==> src/rtl/mem_store_ctrl.sv <==
// mem_store_ctrl: turns byte/halfword/word store requests into lane-ordered memory write beats.
// Optional feature macro: MISALIGN_SPLIT_EN splits word-crossing stores into two beats.
module mem_store_ctrl #(
    parameter logic [1:0] BYTE     = 2'b00,
    parameter logic [1:0] HALFWORD = 2'b01,
    parameter logic [1:0] WORD     = 2'b10
) (
    input  logic        clk,
    input  logic        resetn,
    input  logic        req_valid,
    output logic        req_ready,
    input  logic [31:0] req_addr,
    input  logic [31:0] req_data,
    input  logic [1:0]  req_size,
    output logic        mem_valid,
    input  logic        mem_ready,
    output logic [31:0] mem_addr,
    output logic [31:0] mem_wdata,
    output logic [3:0]  mem_we,
    output logic        done,
    output logic        err
);
    // Handshake rule for both ports: a transfer occurs on a rising edge where valid and ready
    // are both 1; while valid is 1 the payload holds steady until that edge.
    typedef enum logic [1:0] {IDLE = 2'd0, BEAT0 = 2'd1, BEAT1 = 2'd2, RESP = 2'd3} state_t;

    state_t      state, state_next;
    logic [31:0] addr_q, data_q;
    logic [2:0]  len_q;
    logic        err_q;
    logic [2:0]  req_len;
    logic        req_illegal;
    logic [3:0]  len_mask;
    logic [31:0] data_m;

    always_comb begin
        req_len = 3'd0;
        case (req_size)
            BYTE:     req_len = 3'd1;
            HALFWORD: req_len = 3'd2;
            WORD:     req_len = 3'd4;
            default:  req_len = 3'd0;
        endcase
    end

`ifdef MISALIGN_SPLIT_EN
    logic [63:0] shifted;
    logic [7:0]  we_span;
    logic        cross;
    assign req_illegal = (req_len == 3'd0);
    assign cross       = ({1'b0, addr_q[1:0]} + len_q) > 3'd4;
    assign shifted     = {32'd0, data_m} << {addr_q[1:0], 3'b000};
    assign we_span     = {4'd0, len_mask} << addr_q[1:0];
`else
    logic [31:0] shifted;
    logic [3:0]  we_span;
    logic        req_cross;
    assign req_cross   = ({1'b0, req_addr[1:0]} + req_len) > 3'd4;
    assign req_illegal = (req_len == 3'd0) || req_cross;
    assign shifted     = data_m << {addr_q[1:0], 3'b000};
    assign we_span     = len_mask << addr_q[1:0];
`endif

    always_comb begin
        len_mask = 4'b0000;
        case (len_q)
            3'd1:    len_mask = 4'b0001;
            3'd2:    len_mask = 4'b0011;
            3'd4:    len_mask = 4'b1111;
            default: len_mask = 4'b0000;
        endcase
        for (int i = 0; i < 4; i++) begin
            data_m[8*i +: 8] = len_mask[i] ? data_q[8*i +: 8] : 8'h00;
        end
    end

    // Byte offset k of the word lives in the most-significant-first lane [31-8k -: 8].
    function automatic logic [31:0] lane_order(input logic [31:0] v);
        logic [31:0] r;
        for (int k = 0; k < 4; k++) begin
            r[31-8*k -: 8] = v[8*k +: 8];
        end
        return r;
    endfunction

    always_comb begin
        state_next = state;
        req_ready  = 1'b0;
        mem_valid  = 1'b0;
        mem_addr   = 32'd0;
        mem_wdata  = 32'd0;
        mem_we     = 4'd0;
        done       = 1'b0;
        err        = 1'b0;
        case (state)
            IDLE: begin
                req_ready = 1'b1;
                if (req_valid) state_next = req_illegal ? RESP : BEAT0;
            end
            BEAT0: begin
                mem_valid = 1'b1;
                mem_addr  = {addr_q[31:2], 2'b00};
                mem_wdata = lane_order(shifted[31:0]);
                mem_we    = we_span[3:0];
                if (mem_ready) begin
`ifdef MISALIGN_SPLIT_EN
                    state_next = cross ? BEAT1 : RESP;
`else
                    state_next = RESP;
`endif
                end
            end
`ifdef MISALIGN_SPLIT_EN
            BEAT1: begin
                mem_valid = 1'b1;
                mem_addr  = {addr_q[31:2], 2'b00} + 32'd4;
                mem_wdata = lane_order(shifted[63:32]);
                mem_we    = we_span[7:4];
                if (mem_ready) state_next = RESP;
            end
`endif
            RESP: begin
                done       = 1'b1;
                err        = err_q;
                state_next = IDLE;
            end
            default: state_next = IDLE;
        endcase
    end

    always_ff @(posedge clk) begin
        if (!resetn) begin
            state  <= IDLE;
            addr_q <= 32'd0;
            data_q <= 32'd0;
            len_q  <= 3'd0;
            err_q  <= 1'b0;
        end else begin
            state <= state_next;
            if (req_valid && req_ready) begin
                addr_q <= req_addr;
                data_q <= req_data;
                len_q  <= req_len;
                err_q  <= req_illegal;
            end
        end
    end
endmodule

==> config.mk <==
export PLATFORM = sky130hd
export DESIGN_NAME = mem_store_ctrl
export DESIGN_NICKNAME = d
export VERILOG_FILES = /design/src/rtl/mem_store_ctrl.sv
export SDC_FILE = /design/constraint.sdc
export NUM_CORES = 1
export LEC_CHECK = 0
export ABC_AREA = 1
export BUFFER_PORTS_ARGS = -buffer_cell sky130_fd_sc_hd__buf_2
export CAP_MARGIN = 40
export CORE_UTILIZATION = 45
export CTS_CLUSTER_DIAMETER = 150
export DETAILED_ROUTE_END_ITERATION = 12
export GPL_ROUTABILITY_DRIVEN = 1
export PLACE_DENSITY_LB_ADDON = 0.15
export SLEW_MARGIN = 0
export SYNTH_ARGS = -nofsm -noshare
export SYNTH_HDL_FRONTEND = slang
export SYNTH_SLANG_ARGS = --single-unit
==> constraint.sdc <==
create_clock -name clk -period 3 [get_ports clk]
set_clock_uncertainty 0.2 [all_clocks]
set_input_delay 0.6 -clock clk [delete_from_list [all_inputs] [get_ports clk]]
set_output_delay 0.6 -clock clk [all_outputs]
set_load 0.005 [all_outputs]
## Yosys cells after proc, flatten, opt, wreduce, memory -nomap -nowiden

Index checks and enable logic that the tools add are counted.

| operators by class | value |
|---|---|
| order comparisons | 1 |
| equality and inequality tests | 9 |
| multiplexer cells | 17 |
| add/subtract/negate cells | 1 |
| reductions and logical operators | 6 |
| shift operators | 2 |

Operators with widths:

| operator | count |
|---|---|
| $mux W32 | 2 |
| $mux W8 | 4 |
| $shl A32 B5 Y32 | 1 |
| $pmux W4 S3 | 1 |
| $pmux W3 S3 | 1 |
| $mux W2 | 3 |
| $eq A2 B1 Y1 const B | 2 |
| $eq A2 B2 Y1 const B | 2 |
| $logic_not A2 Y1 | 2 |
| $mux W1 | 4 |
| $mux W4 | 1 |
| $ne A2 B2 Y1 const B | 2 |
| $pmux W2 S2 | 1 |
| $shl A4 B2 Y4 | 1 |
| $add A2 B3 Y3 | 1 |
| $eq A3 B1 Y1 const B | 1 |
| $eq A3 B2 Y1 const B | 1 |
| $eq A3 B3 Y1 const B | 1 |
| $gt A3 B3 Y1 const B | 1 |
| $logic_not A3 Y1 | 1 |
| $reduce_and A2 Y1 | 1 |
| $logic_and A1 B1 Y1 | 1 |
| $logic_or A1 B1 Y1 | 1 |

| storage, ports and cells | value |
|---|---|
| logic and storage cells | 41 |
| register bits | 70 |
| bits of input ports | 70 |
| output and inout port bits | 72 |

## Depth between registers and ports, before layout

| depth | value |
|---|---|
| word-level depth | 8 |
| gate-level depth with buffers | 9 |
| gate-level depth less buffers | 9 |

## Worst setup path after synthesis

Ideal clock, no wire load.

| path | value |
|---|---|
| kind | input port to flip-flop |
| start | input req_size[1] |
| end | register err_q |
| setup time | 0.115 ns |
| cell stages on the path | 9 |
| slack | 0.854 ns |
| data required time | 2.685 ns |
| path buffers | 0 |
| arrival time | 1.830 ns |
| cell sequence | nor2_1 > ha_1 > inv_1 > fa_1 > or2_2 > nand3_1 > nand2_1 > o21ai_0 > inv_1 |

| between the ends | value |
|---|---|
| longest elaborated chain between the ends | 5 |

Ends and longest elaborated chain:

| element | RTL line | source |
|---|---|---|
| start, declared | 14 | `input logic [1:0] req_size,` |
| $eq A2 B2 Y1, or another cell as far along | 38 | `case (req_size)` |
| $pmux W3 S3 * | 38 |  |
| $add A2 B3 Y3 | 58 | `assign req_cross = ({1'b0, req_addr[1:0]} + req_len) > 3'd4;` |
| $gt A3 B3 Y1 | 58 |  |
| $logic_or A1 B1 Y1 * | 59 | `assign req_illegal = (req_len == 3'd0) \|\| req_cross;` |
| end signal, assigned | 144 | `err_q <= req_illegal;` |
| end, declared | 30 | `logic err_q;` |

Mark *: on every way between the ends. The rest lies on a longest branch, timed or not.
A chain may end at the register's enable or synchronous reset.

## Worst setup path after layout

| path | value |
|---|---|
| start | register len_q[1] |
| end | output mem_wdata[14] |

| between the ends | value |
|---|---|
| longest elaborated chain between the ends | 5 |

Ends and longest elaborated chain:

| element | RTL line | source |
|---|---|---|
| start, declared | 29 | `logic [2:0] len_q;` |
| start signal, assigned | 143 | `len_q <= req_len;` |
| $eq A3 B3 Y1, or another cell as far along | 66 | `case (len_q)` |
| $pmux W4 S3 * | 66 |  |
| $mux W8 | 73 | `data_m[8*i +: 8] = len_mask[i] ? data_q[8*i +: 8] : 8'h00;` |
| $shl A32 B5 Y32 * | 60 | `assign shifted = data_m << {addr_q[1:0], 3'b000};` |
| $mux W32 * | 95 | `case (state)` |
| end, declared | 18 | `output logic [31:0] mem_wdata,` |

Marked as above.

==> impl_metrics.json <==
{
  "wl_mm": 9.37,
  "cts_tree": "built",
  "maxCapViolCount": 0,
  "slew_viol_final": 0,
  "worstSetupPathType": "reg2out",
  "cts_buffers": 9,
  "post-cts-setup-buffers": 0,
  "final_common_cell": "buf_2",
  "groute.usage.overall": 0.230,
  "crit_arrival_ps": 1940,
  "placed_cells": 769,
  "power.density_nw_per_um2": 533,
  "ioPinCount": 142,
  "ys_seq_elements": 70,
  "seq_area_frac_synth": 0.390,
  "core.rowCount": 32,
  "die_area_um2": 8340,
  "drt-pass1-iter-count": 4,
  "tns_ps": 0,
  "cp-end-kind": "output pin",
  "die_x_um": 91.3,
  "gp_congestion": 0.908,
  "nets": 750,
  "grt_max_degree": 117,
  "syn_inst": 557,
  "grt_first_pass_wirelength_mm": 15.3,
  "final_cell_count_no_fill": 785,
  "fmax_ghz": 0.365,
  "worstPathRequired_ps": 2200,
  "grt-ovfl-total": 0,
  "route.detailed.drc": 0,
  "max-slew-margin-rel": 0.559,
  "crit_path_max_fanout": 11,
  "finalSetupViolCount": 0,
  "synth_edf_count": 0,
  "final_cell_mix": "139 x buf_2, 102 x nor2_1, 82 x inv_1",
  "min_path_type": "reg2reg",
  "cts_num_sinks": 70,
  "worst_pin_slew_ps": 662,
  "ys_types": 27,
  "portBuffers": 139,
  "hold_viol": 0,
  "cts_hold_buf": 0,
  "clock_latency_ps": 350,
  "post_cts_resized": 0,
  "postSynth.asyncResetShare": 0,
  "startpoint_type": "register",
  "first_global_vias": 3523,
  "layout-drive-gt1-share": 0.258,
  "grt_setup_unrepaired": "no",
  "period_share": 0.912,
  "wire_per_inst_um": 11.9,
  "synth_flop_cell": "dfxtp_1",
  "outcome": "finished clean",
  "ant_nets": 0,
  "clk_root_buffer_cell": "clkbuf_8",
  "coreArea_um2": 7730,
  "vias": 3870,
  "min_period_ps": 2740,
  "htree_levels": 3,
  "clock_tree.buffer_depth": 2,
  "hpwl_mm": 6.72,
  "antenna_found_initial": 0,
  "max-vdd-ir-drop_mv": 0.308,
  "vias_per_cell": 4.93,
  "die_y_um": 91.3,
  "area_growth_pct": 25.0,
  "clk_pin_slew_worst_paths_ps": 80,
  "start_util": 0.465,
  "syn_area_per_cell_um2": 6.45,
  "yosysWarnings": 0,
  "antennaDiodeCount": 0,
  "drtIter0Drc": 119,
  "p_leak_nw": 2.29,
  "syn_area_um2": 3590,
  "rrSetupSlack_ps": 1290
}
==> registers in the layout (all words and copies together) (netlist names) <==
name / cells
addr_q: 32
data_q: 32
state: 2
len_q: 3
err_q: 1
==> path summary, 6_finish.rpt <==
check                                 from  depth (start not counted)             to
worst max-delay path              len_q[1]                          8  mem_wdata[14]
worst min-delay path            addr_q[18]                          2     addr_q[18]
worst max register to register    state[1]                          6       state[1]
worst min register to register  addr_q[18]                          2     addr_q[18]
==> worst max-delay path: stages (launching register included) <==
cell,delay [ps]
dfxtp_1,420
nor2_2,60
nand2_2,110
nand3_1,340
nand2_2,250
nand2_2,140
nand2_1,110
nor2_1,40
buf_2,110
==> routing by layer <==
metal | vias up | GRT usage | routed length (µm)
met4 | 0 | 0.0939 | 143
met5 | - | 0 | 0
met1 | 1725 | 0.272 | 4080
li1 | 1993 | - | -
met3 | 16 | 0.0528 | 697
met2 | 136 | 0.399 | 4450
==> cells by family after synthesis <==
| family | Yosys count | synth area share |
|---|---|---|
| compound gates | 153 | 0.216 |
| simple gates | 209 | 0.241 |
| fa+ha+maj | 2 | 0.00906 |
| buf+inv | 122 | 0.142 |
| flops | 70 | 0.390 |
| other cells | 1 | 0.00104 |
==> through the flow <==
| stage | total power, mW | utilization | setup WS, ps | hold WS, ps | instance area, µm² |
|---|---|---|---|---|---|
| floorplan | 1.48 | - | 854 | 224 | 3600 |
| global placement | 1.63 | 0.555 | 676 | 237 | 4290 |
| detailed placement | 1.64 | 0.555 | 644 | 242 | 4290 |
| CTS | 2.41 | 0.581 | 265 | 256 | 4490 |
| global route | 2.54 | 0.581 | 75.1 | 273 | 4490 |
| finish | 2.39 | 0.581 | 263 | 252 | 4490 |
==> cell usage after synthesis (3+ instances only) <==
library cell | count | area share
nand3_1 | 30 | 0.042
inv_1 | 82 | 0.086
buf_4 | 3 | 0.0063
dfxtp_1 | 70 | 0.39
clkbuf_1 | 14 | 0.015
o21ai_0 | 78 | 0.11
a21oi_1 | 71 | 0.099
buf_2 | 15 | 0.021
nand2_1 | 64 | 0.067
nand2_2 | 6 | 0.010
inv_2 | 3 | 0.0031
nor2_1 | 102 | 0.11
==> where the power goes <==
part           internal [mW]  switching (mW)
Clock                  0.390           0.383
Combinational          0.191           0.350
Sequential              1.03          0.0473
Total                   1.61           0.780
==> layout make-up <==
class,count,area [µm²]
clock inverters,6,70.1
repair buffers,146,761
multi-input cells,366,1680
flip-flops and latches,70,1400
fillers,810,3240
well taps,102,128
clock buffers,10,128
inverters,85,319
Note: power is estimated with default switching activity, not from simulation.
